[src/rtl/pilot_ins.sv]
// Pilot inserter: builds one OFDM symbol of NFFT subcarriers from data, +/- pilots and nulls.
// Latency: a subcarrier appears on datout one cycle after its car_idx cycle.
// Backpressure: output register stalls on datout_rdy=0; data carriers also wait on datin_val.
// Optional PILOT_PN_EN: pilot signs are scrambled by an 11-bit LFSR (x^11+x^9+1), seeded per symbol.
module pilot_ins #(
  parameter int          NFFT      = 2048,
  parameter int          NPILOT    = 128,
  parameter logic [15:0] PILOT_AMP = 16'h2000,
  localparam int         IW        = $clog2(NFFT),
  localparam int         CW        = IW + 1
) (
  input  logic          clk,
  input  logic          rst,
  input  logic          start,
  input  logic          datin_val,
  input  logic [15:0]   datin_Re,
  input  logic [15:0]   datin_Im,
  output logic          datin_rdy,
  output logic [IW-1:0] car_idx,
  input  logic [1:0]    alloc_vec,
  output logic [15:0]   datout_Re,
  output logic [15:0]   datout_Im,
  output logic          datout_val,
  input  logic          datout_rdy,
  output logic          sym_done,
  output logic          pil_err
);

  typedef enum logic [1:0] {IDLE, RUN, DONE} state_t;

  localparam logic [15:0] PILOT_NEG = ~PILOT_AMP + 16'd1;

  state_t        state_q, state_d;
  logic          done_d;
  logic [CW-1:0] pil_cnt;
  logic          out_free;
  logic          is_data;
  logic          is_pilot;
  logic          emit;
  logic          last_car;
  logic          pil_neg;
  logic          start_sym;

  // Handshake decode: the output register can take a new word when empty or being drained.
  always_comb begin
    out_free  = !datout_val || datout_rdy;
    is_data   = (alloc_vec == 2'b00);
    is_pilot  = (alloc_vec == 2'b01) || (alloc_vec == 2'b10);
    last_car  = (car_idx == IW'(NFFT - 1));
    start_sym = (state_q == IDLE) && start;
    emit      = (state_q == RUN) && out_free && (!is_data || datin_val);
    datin_rdy = (state_q == RUN) && out_free && is_data;
  end

`ifdef PILOT_PN_EN
  logic [10:0] lfsr_q;

  // Scrambler advances once per emitted pilot and restarts from all-ones at every symbol.
  always_ff @(posedge clk or negedge rst) begin
    if (!rst) begin
      lfsr_q <= 11'h7FF;
    end else if (start_sym) begin
      lfsr_q <= 11'h7FF;
    end else if (emit && is_pilot) begin
      lfsr_q <= {lfsr_q[9:0], lfsr_q[10] ^ lfsr_q[8]};
    end
  end

  // Pilot sign is the allocated sign flipped by the current scrambler bit.
  always_comb begin
    pil_neg = (alloc_vec == 2'b10) ^ lfsr_q[10];
  end
`else
  // Pilot sign comes straight from the allocation.
  always_comb begin
    pil_neg = (alloc_vec == 2'b10);
  end
`endif

  // Symbol sequencing: IDLE waits for start, RUN walks the carriers, DONE drains the last word.
  always_comb begin
    state_d = state_q;
    done_d  = 1'b0;
    case (state_q)
      IDLE: if (start) state_d = RUN;
      RUN:  if (emit && last_car) state_d = DONE;
      DONE: begin
        if (out_free) begin
          state_d = IDLE;
          done_d  = 1'b1;
        end
      end
      default: state_d = IDLE;
    endcase
  end

  // State register.
  always_ff @(posedge clk or negedge rst) begin
    if (!rst) state_q <= IDLE;
    else      state_q <= state_d;
  end

  // Output register: load on emit, otherwise hold until the consumer takes it.
  always_ff @(posedge clk or negedge rst) begin
    if (!rst) begin
      datout_Re  <= 16'd0;
      datout_Im  <= 16'd0;
      datout_val <= 1'b0;
    end else if (emit) begin
      datout_val <= 1'b1;
      case (alloc_vec)
        2'b00: begin
          datout_Re <= datin_Re;
          datout_Im <= datin_Im;
        end
        2'b01, 2'b10: begin
          datout_Re <= pil_neg ? PILOT_NEG : PILOT_AMP;
          datout_Im <= 16'd0;
        end
        default: begin
          datout_Re <= 16'd0;
          datout_Im <= 16'd0;
        end
      endcase
    end else if (datout_rdy) begin
      datout_val <= 1'b0;
    end
  end

  // Carrier index and pilot tally; the index parks on the last carrier rather than wrapping.
  always_ff @(posedge clk or negedge rst) begin
    if (!rst) begin
      car_idx <= '0;
      pil_cnt <= '0;
    end else if (start_sym) begin
      car_idx <= '0;
      pil_cnt <= '0;
    end else if (emit) begin
      if (!last_car) car_idx <= car_idx + IW'(1);
      if (is_pilot)  pil_cnt <= pil_cnt + CW'(1);
    end
  end

  // End-of-symbol pulse; pil_err holds its verdict until the next symbol completes.
  always_ff @(posedge clk or negedge rst) begin
    if (!rst) begin
      sym_done <= 1'b0;
      pil_err  <= 1'b0;
    end else begin
      sym_done <= done_d;
      if (done_d) pil_err <= (pil_cnt != CW'(NPILOT));
    end
  end

endmodule
[config.mk]
export PLATFORM = sky130hd
export DESIGN_NAME = pilot_ins
export DESIGN_NICKNAME = d
export VERILOG_FILES = /design/src/rtl/pilot_ins.sv
export SDC_FILE = /design/constraint.sdc
export NUM_CORES = 1
export LEC_CHECK = 0
export ABC_AREA = 1
export CORE_MARGIN = 2
export CORE_UTILIZATION = 36
export DETAILED_ROUTE_END_ITERATION = 10
export PLACE_DENSITY = 0.64
export SLEW_MARGIN = 20
export SYNTH_ARGS = -nofsm -noshare
export SYNTH_HDL_FRONTEND = slang
export SYNTH_SLANG_ARGS = --single-unit
[constraint.sdc]
create_clock -name clk -period 4.3 [get_ports clk]
set_input_delay 0.86 -clock clk [delete_from_list [all_inputs] [get_ports clk]]
set_output_delay 0.86 -clock clk [all_outputs]
set_load 0.01 [all_outputs]
==> metrics.log <==
INFO  metric status = finished clean
INFO  metric post_synth_num_cell_types = 27
INFO  metric criticalPathCategory = in2out
INFO  metric layout.cells.most_common_list = nand2_1 (141), clkdlybuf4s50_1 (84), dfrtp_1 (60), o21ai_0 (30), inv_1 (28)
INFO  metric timing.setup.tns = 0 ns
INFO  metric worstPathCellList = clkdlybuf4s50_1 -> inv_1 -> ha_1 -> nand3_1 -> inv_1 -> clkdlybuf4s50_1
INFO  metric seqCellArea = 1500 um^2
INFO  metric synth-edff-count = 0
INFO  metric grt_start_max_net_pins = 45
INFO  metric post_route_cells_drive_above_1_share = 0.0701
INFO  metric clock_skew = 0.00743 ns
INFO  metric synth_area = 3010 um^2
INFO  metric postLayoutCellArea = 4130 um^2
INFO  metric drc = 0
INFO  metric final-hold-violation-count = 0
INFO  metric synth_area_per_cell = 7.90 um^2
INFO  metric start_util = 0.368
INFO  metric post_synth_inst_count = 381
INFO  metric hold_path_class = reg2reg
INFO  metric gp_congestion = 0.910
INFO  metric standard_cell_with_the_maximum_stage_delay_on_the_critical_path = clkdlybuf4s50_1
INFO  metric crit-reg2reg-launch = state_q[1]
INFO  metric finalWorstPathRequiredPeriod = 3.12 ns
INFO  metric crit_start = alloc_vec[1]
INFO  metric cts.repair.resized = 0
INFO  metric grt_overflow = 0
INFO  metric clkLatencyLatePin = 0.34 ns
INFO  metric final.fill_count = 797
INFO  metric worstPathArrival = 2.26 ns
INFO  metric n_antenna_cell = 0
INFO  metric ir_worst_vdd = 0.173 mV
INFO  metric tightest_slew = 0.757 ns
INFO  metric antenna_found_initial = 0
INFO  metric total_clock_buffers_created_by_cts = 9
INFO  metric cts.clk_slew.worst_paths = 0.07 ns
INFO  metric via_count_of_the_first_global_routing_pass = 2,676
INFO  metric tritoncts = built
INFO  metric port_buffers = 85
INFO  metric critical_path_required = 3.44 ns
INFO  metric wl_per_cell = 12.8 um
INFO  metric layout_commonest_cell = nand2_1
INFO  metric maxCapViolations = 0
INFO  metric drt_iter0_drc = 160
INFO  metric top_level_ports = 86
INFO  metric clock_path_buffers = 2
INFO  metric die-height = 95.4 um
INFO  metric synth_nets = 425
INFO  metric synth.ff_latch_count = 60
INFO  metric finalWirelength = 7400 um
INFO  metric final_min_period_over_clock_period = 0.725
INFO  metric ctsRootBufferMaster = clkbuf_8
INFO  metric flow.area_growth_from_synthesis = 37.2%
INFO  metric grt_resource_usage_total = 0.183
INFO  metric ys_warn_count = 0
INFO  metric vias = 2,746
INFO  metric power_leakage = 0.00188 uW
INFO  metric critPathMaxFanout = 5
INFO  metric synth_sequential_area_ratio = 0.499
INFO  metric floorplan.die.width = 95.4 um
INFO  metric share_of_async_settable_or_async_resettable_flops_after_synthesis = 1.00
INFO  metric slew-limit-headroom = 0.494
INFO  metric multi_input_comb_area = 1290 um^2
INFO  metric cts_htree_levels = 3
INFO  metric avgViaCountPerCell = 4.77
INFO  metric timing.hold.worst.start = datout_Re[5]
INFO  metric path_buf_inv = 4
INFO  metric design.final.nets = 510
INFO  metric grt_pass1_wl = 12,700 um
INFO  metric cts_setup_buffers = 0
INFO  metric drv_slew = 0
INFO  metric maxClockFrequency = 321 MHz
INFO  metric firstDrtPassIters = 5
INFO  metric fp.dieArea = 9110 um^2
INFO  metric setup.worst_path.end_class = output port
INFO  metric cellPowerDensity = 417 nW/um^2
INFO  metric placed_wire_length_estimate_after_detailed_placement = 5320 um
INFO  metric clock-sinks = 60
INFO  metric startpoint_type = input port
INFO  metric synth_flop_cell = dfrtp_1
INFO  metric final-setup-viol-count = 0
INFO  metric rsz0062_at_grt = no
INFO  metric placementRows = 33
INFO  metric critPathMaxStageDelay = 0.52 ns
INFO  metric dpl_cell_area = 3930 um^2
INFO  metric core_area = 8180 um^2
INFO  metric ant_nets = 0
INFO  metric path_delay_family = buffers and inverters
INFO  metric hold_buffers = 0
-- path summary, 6_finish.rpt --
kind                       slack, ns  cells past startpoint           end
min reg2reg                     0.49                      2  datout_Re[5]
max in group asynchronous       2.92                      2    pil_cnt[7]
min in group asynchronous       0.51                      1  datout_Re[2]
max                             1.18                      6     datin_rdy
min                             0.49                      2  datout_Re[5]
max reg2reg                     2.41                      6    pil_cnt[8]
-- kinds of logic after synthesis --
logic type                 Yosys count  share of synthesized area
buffers and inverters               48                     0.0719
adders and majority gates            5                     0.0208
DFF                                 60                      0.499
AOI/OAI and AO/OA                   46                     0.0781
xor gates and xnor gates             5                     0.0145
and+or+nand+nor                    217                      0.316
-- layout make-up --
class | count | share of cell area
clock buffer | 12 | 0.0376
clock inverter | 4 | 0.0115
inverter | 34 | 0.0321
multi-input combinational | 273 | 0.313
sequential | 60 | 0.364
tap | 105 | 0.0318
timing repair buffer | 88 | 0.210
-- through the flow --
step	power, uW	setup slack [ns]	util	hold WS [ns]	instances
6_report	1720	1.18	0.505	0.486	576
5_1_grt	1840	1.09	0.505	0.514	576
4_1_cts	1750	1.18	0.505	0.491	576
3_5_place_dp	1220	1.03	0.480	0.474	560
3_3_place_gp	1210	1.08	0.480	0.467	560
2_1_floorplan	996	1.75	-	0.471	381
-- registers in the layout, summed over array words and instances, names as in the netlist --
signal	count
pil_err	1
state_q	2
datout_Im	16
datout_Re	16
datout_val	1
pil_cnt	12
sym_done	1
car_idx	11
-- tightest hold or removal path, stage by stage, from the launching register on --
cell     delay (ns)
dfrtp_1        0.34
nand2_1        0.05
o21ai_0        0.06
-- power breakdown --
group	switching (uW)	internal (uW)	leakage [uW]
Combinational	237	216	0.000978
Sequential	102	649	0.000800
Clock	220	297	0.000102
Total	559	1160	0.00188
-- Yosys cell counts, drive strengths merged, types with 2 or more instances --
library cell,n,area (um^2)
nand2,143,552
o21ai,39,195
nor2,29,129
xor2,5,43.8
a21oi,4,20.0
inv,32,120
dfrtp,60,1500
clkbuf,4,15.0
buf,10,68.8
clkinv,2,12.5
nand4,17,106
ha,5,62.6
nand3,26,153
-- layer usage --
metal | part of all wire | track usage | vias up
li1 | - | - | 1402
met1 | 0.44 | 0.229 | 1260
met2 | 0.49 | 0.299 | 76
met3 | 0.055 | 0.0372 | 8
met4 | 0.017 | 0.0952 | 0
met5 | 0 | 0 | -
Note: power is estimated with default switching activity, not from simulation.
